--- config.mk ---
export PLATFORM = sky130hd
export DESIGN_NAME = chebyshev_computation_v2
export DESIGN_NICKNAME = d
export VERILOG_FILES = /design/src/rtl/chebyshev_computation_v2_pkg.sv /design/src/rtl/cheb_mult_stage.sv /design/src/rtl/chebyshev_computation_v2.sv
export SDC_FILE = /design/constraint.sdc
export NUM_CORES = 1
export LEC_CHECK = 0
export ABC_AREA = 1
export BUFFER_PORTS_ARGS = -buffer_cell sky130_fd_sc_hd__buf_4
export CAP_MARGIN = 5
export CORE_UTILIZATION = 37
export CTS_CLUSTER_DIAMETER = 80
export DETAILED_ROUTE_END_ITERATION = 6
export PLACE_DENSITY = 0.51
export SLEW_MARGIN = 20
export SYNTH_ARGS = -nofsm -noshare
export SYNTH_HDL_FRONTEND = slang
export SYNTH_SLANG_ARGS = --single-unit
--- constraint.sdc ---
create_clock -name clock -period 9.6 [get_ports clock]
set_input_delay 1.44 -clock clock [delete_from_list [all_inputs] [get_ports clock]]
set_output_delay 1.44 -clock clock [all_outputs]
set_load 0.1 [all_outputs]
--- src/rtl/chebyshev_computation_v2_pkg.sv ---
// Shared sizing for the Chebyshev c*x*x pipeline: output width and stage count.
package chebyshev_computation_v2_pkg;

    localparam int PIPE_DEPTH = 3;

    // x*x needs 2*WL bits and the product with c adds CL more; it is always exact.
    function automatic int out_w(input int wl, input int cl, input int widening);
        return 2*wl + cl + widening;
    endfunction

endpackage

--- src/rtl/cheb_mult_stage.sv ---
// Signed multiplier with an async-reset output register; the result is sign-extended to PW bits.
module cheb_mult_stage #(
    parameter int AW = 8,
    parameter int BW = 8,
    parameter int PW = AW + BW
) (
    input  logic                 clock,
    input  logic                 resetn,
    input  logic signed [AW-1:0] a,
    input  logic signed [BW-1:0] b,
    output logic signed [PW-1:0] p
);

    // Operands are widened first, so the product is formed directly at output width.
    logic signed [PW-1:0] ae;
    logic signed [PW-1:0] be;

    assign ae = PW'(a);
    assign be = PW'(b);

    always_ff @(posedge clock or posedge resetn) begin
        if (resetn) p <= '0;
        else        p <= ae * be;
    end

endmodule

--- src/rtl/chebyshev_computation_v2.sv ---
// Three-stage pipeline computing data_out = c * x * x at full precision, one pair per cycle.
module chebyshev_computation_v2
    import chebyshev_computation_v2_pkg::*;
#(
    parameter int WL       = 8,
    parameter int CL       = 8,
    parameter int WIDENING = 0
) (
    input  logic                                         clock,
    input  logic                                         resetn,
    input  logic signed [WL-1:0]                         data_in,
    input  logic signed [CL-1:0]                         coeff_in,
    output logic signed [out_w(WL, CL, WIDENING)-1:0]    data_out
);

    localparam int OUT = out_w(WL, CL, WIDENING);

    logic signed [WL-1:0]   x_r;
    logic signed [CL-1:0]   c_r;
    logic signed [CL-1:0]   c_d;
    logic signed [2*WL-1:0] sq;

    // Stage 1: capture the sample pair; the resetn name is kept but it is active high.
    always_ff @(posedge clock or posedge resetn) begin
        if (resetn) begin
            x_r <= '0;
            c_r <= '0;
            c_d <= '0;
        end else begin
            x_r <= data_in;
            c_r <= coeff_in;
            c_d <= c_r;
        end
    end

    // Stage 2: square of x, with c_d keeping the coefficient aligned.
    cheb_mult_stage #(.AW(WL), .BW(WL), .PW(2*WL)) u_sq (
        .clock  (clock),
        .resetn (resetn),
        .a      (x_r),
        .b      (x_r),
        .p      (sq)
    );

    // Stage 3: scale by c and sign-extend the guard bits straight into data_out.
    cheb_mult_stage #(.AW(2*WL), .BW(CL), .PW(OUT)) u_out (
        .clock  (clock),
        .resetn (resetn),
        .a      (sq),
        .b      (c_d),
        .p      (data_out)
    );

endmodule

==> impl_summary.log <==
INFO  metric run_status = completed
INFO  metric starting_utilization_of_the_core_area = 37.9%
INFO  metric core_region_area = 23,600 um^2
INFO  metric area_occupied_by_multi_input_gates = ~5900 um^2
INFO  metric setup.worst_path.class = reg -> reg
INFO  metric ys_dominant_reg_cell = sky130_fd_sc_hd__dfrtp_1
INFO  metric cts.sink_count = 63
INFO  metric cells_along_the_critical_path = nand2_1 -> fa_1 -> inv_1 -> fa_1 -> fa_1 -> fa_1 -> ha_1 -> nand2_1 -> inv_1 -> nand2_1 -> nor2_1 -> nand3_1 -> nand4_1 -> nand2_1
INFO  metric yosysTopAreaCellShare = 33.4%
INFO  metric synth-edff-count = 0
INFO  metric synth.most_common_cell = sky130_fd_sc_hd__inv_1
INFO  metric drv_cap = 0
INFO  metric critical-path-slowest-cell = sky130_fd_sc_hd__dfrtp_1
INFO  metric grt_remaining_overflow = 0
INFO  metric h-tree-depth = 3
INFO  metric floorplan.io_pins = 42
INFO  metric clock_path_buffers = 2
INFO  metric regArea = about 1600 um^2
INFO  metric worst_min_delay_path_class = reg -> reg
INFO  metric synth.largest_area_cell = sky130_fd_sc_hd__fa_1
INFO  metric post_route_cells_drive_above_1_share = 6.56%
INFO  metric slew_viol_final = 0
INFO  metric finalCriticalPeriod = 4.54 ns
INFO  metric ys_seq_area_share = 17.6%
INFO  metric cts-resized-gates = 0
INFO  metric ys_seq_elements = 63
INFO  metric worst_slew_margin_rel = 45.5%
INFO  metric crit_fanout = 15
INFO  metric gr-usage-all-layers = 16.4%
INFO  metric critPathArrivalTime = 4.79 ns
INFO  metric clock-skew-final = roughly 0.014 ns
INFO  metric drt_pass1_iterations = 4
INFO  metric netlist_top_cells_count = 369 x sky130_fd_sc_hd__inv_1, 289 x sky130_fd_sc_hd__nand2_1, 149 x sky130_fd_sc_hd__fa_1, 68 x sky130_fd_sc_hd__ha_1, 63 x sky130_fd_sc_hd__dfrtp_1
INFO  metric grt_antenna_before_repair = 0
INFO  metric grt_start_max_net_pins = 64
INFO  metric hold_bufs_inserted_after_cts = 0
INFO  metric route.vias.total = 6,440
INFO  metric fin_crit_sh = 47.3%
INFO  metric wl_per_cell = 12.1 um
INFO  metric totalNegativeSetupSlack = 0 ns
INFO  metric cp.buffers_inverters = 2
INFO  metric cts_tree = done
INFO  metric grt_pass1_wl = around 32 mm
INFO  metric cts.reportedPaths.clkPinSlew = 0.07 ns
INFO  metric end_kind = register
INFO  metric post_layout_nets = ~1,400
INFO  metric critical_path_required = 9.84 ns
INFO  metric achievable-frequency = 220 MHz
INFO  metric cp_top_family = adder cells
INFO  metric avgViaCountPerCell = 4.31
INFO  metric finalWorstSetupSlack = a little over 5 ns
INFO  metric netlist_top_cells_area = sky130_fd_sc_hd__fa_1 33%, sky130_fd_sc_hd__dfrtp_1 18%, sky130_fd_sc_hd__inv_1 15%
INFO  metric grt_setup_unrepaired = no
INFO  metric synth.avg_cell_area = 7.81 um^2
INFO  metric detail_route.drc_violations = 0
INFO  metric fillerInstances = ~2,500
INFO  metric insertedDiodeCount = 0
INFO  metric cts-buffers-inserted = 9
INFO  metric synth-async-reset-ratio = 100%
INFO  metric cts-root-buf = sky130_fd_sc_hd__clkbuf_16
INFO  metric area_growth_from_synthesis_to_layout = 10.2%
INFO  metric syn_area = 8940 um^2
INFO  metric pre_cts_slack = 5.00 ns
INFO  metric gpl.final_weighted_congestion = about 0.86
INFO  metric route.final.wire_length = 18.0 mm
INFO  metric port_buffers = 41
INFO  metric yosysWarnings = 0
INFO  metric finalSetupViolations = 0
INFO  metric floorplan.die_area = 24,800 um^2
INFO  metric timing_hold_violations_final = 0
INFO  metric number_of_global_route_vias_before_repair = 6,680
INFO  metric chipWidth = 157 um
INFO  metric core.rowCount = 56
INFO  metric syn_inst = approximately 1,100
INFO  metric setup.worst_path.start_class = register
INFO  metric die_h = 157 um
INFO  metric timing_worst_slew_pin_value = 0.817 ns
INFO  metric post_synth_num_cell_types = 30
INFO  metric cts_post_setup_buffers_inserted = 0
INFO  metric hpwl = 15.4 mm
INFO  metric dr_iter_0_viols = 255
INFO  metric postRouteAntennaNets = 0
INFO  metric clock_insertion_delay_worst_skew = 0.35 ns
INFO  metric timing.critical_path.slowest_cell_delay = 0.71 ns
[layout by cell type, fill, tap and decap left out, types with 6 or more instances in the layout]
master / instances
sky130_fd_sc_hd__inv_1: 368
sky130_fd_sc_hd__nand2_1: 289
sky130_fd_sc_hd__fa_1: 149
sky130_fd_sc_hd__ha_1: 68
sky130_fd_sc_hd__dfrtp_1: 63
sky130_fd_sc_hd__nor2_1: 57
sky130_fd_sc_hd__buf_4: 42
sky130_fd_sc_hd__nand3_1: 29
sky130_fd_sc_hd__a21oi_1: 20
sky130_fd_sc_hd__xor2_1: 14
sky130_fd_sc_hd__xnor2_1: 10
sky130_fd_sc_hd__clkbuf_16: 9
sky130_fd_sc_hd__o21ai_0: 8
sky130_fd_sc_hd__nand4_1: 6
[final timing paths]
check,start,endpoint,slack [ns],depth (start not counted)
min reg2reg,c_r[1]$_DFF_PP0_,c_d[1]$_DFF_PP0_,0.35,0
min in group asynchronous,resetn,u_out.p[1]$_DFF_PP0_,1.34,3
max,c_d[2]$_DFF_PP0_,u_out.p[21]$_DFF_PP0_,5.06,14
max reg2reg,c_d[2]$_DFF_PP0_,u_out.p[21]$_DFF_PP0_,5.06,14
min,c_r[1]$_DFF_PP0_,c_d[1]$_DFF_PP0_,0.35,0
max in group asynchronous,resetn,x_r[6]$_DFF_PP0_,7.72,3
[stage by stage]
stage | util, % | instance area (um^2) | hold WS [ns] | std cells
2_1_floorplan | - | 8950 | 0.331 | 1147
3_3_place_gp | 40.4 | 9550 | 0.332 | 1477
3_5_place_dp | 40.4 | 9550 | 0.336 | 1477
4_1_cts | 41.7 | 9850 | 0.349 | 1493
5_1_grt | 41.7 | 9850 | 0.354 | 1493
6_report | 41.7 | 9850 | 0.347 | 1493
[area by class of cell]
type	instances	area share [%]
clock buffers	10	2.43
flip-flops and latches	63	16.0
repair buffers	42	3.20
inverters	373	14.2
well taps	319	4.05
multi-input cells	680	59.4
clock inverters	6	0.698
[cells by family (layout without fill, tap and decap cells)]
| logic type | after synthesis | after routing | synth area share (%) |
|---|---|---|---|
| and+or+nand+nor | 396 | 396 | 17.7 |
| DFF | 63 | 63 | 17.6 |
| buffers and inverters | 404 | 431 | 17.0 |
| other | 2 | 5 | 0.0840 |
| adders and majority gates | 217 | 217 | 42.9 |
| xor gates and xnor gates | 24 | 24 | 2.35 |
| AOI/OAI and AO/OA | 38 | 38 | 2.34 |
[sequential cells by signal, indices dropped and copies added, names as in the netlist]
name,count
u_out.p,24
c_d,8
u_sq.p,15
x_r,8
c_r,8
[layer usage]
metal / track usage [%] / wire length (um) / vias up
met5: 0 / 0 / -
met4: 4.48 / 248 / 0
met3: 2.56 / 408 / 16
met2: 29.4 / 9060 / 69
met1: 20.4 / 8310 / 3108
li1: - / - / 3247
Power is left out: the tool's default activity adds up to more than one toggle a clock period on the data nets, which glitch-free logic cannot reach.
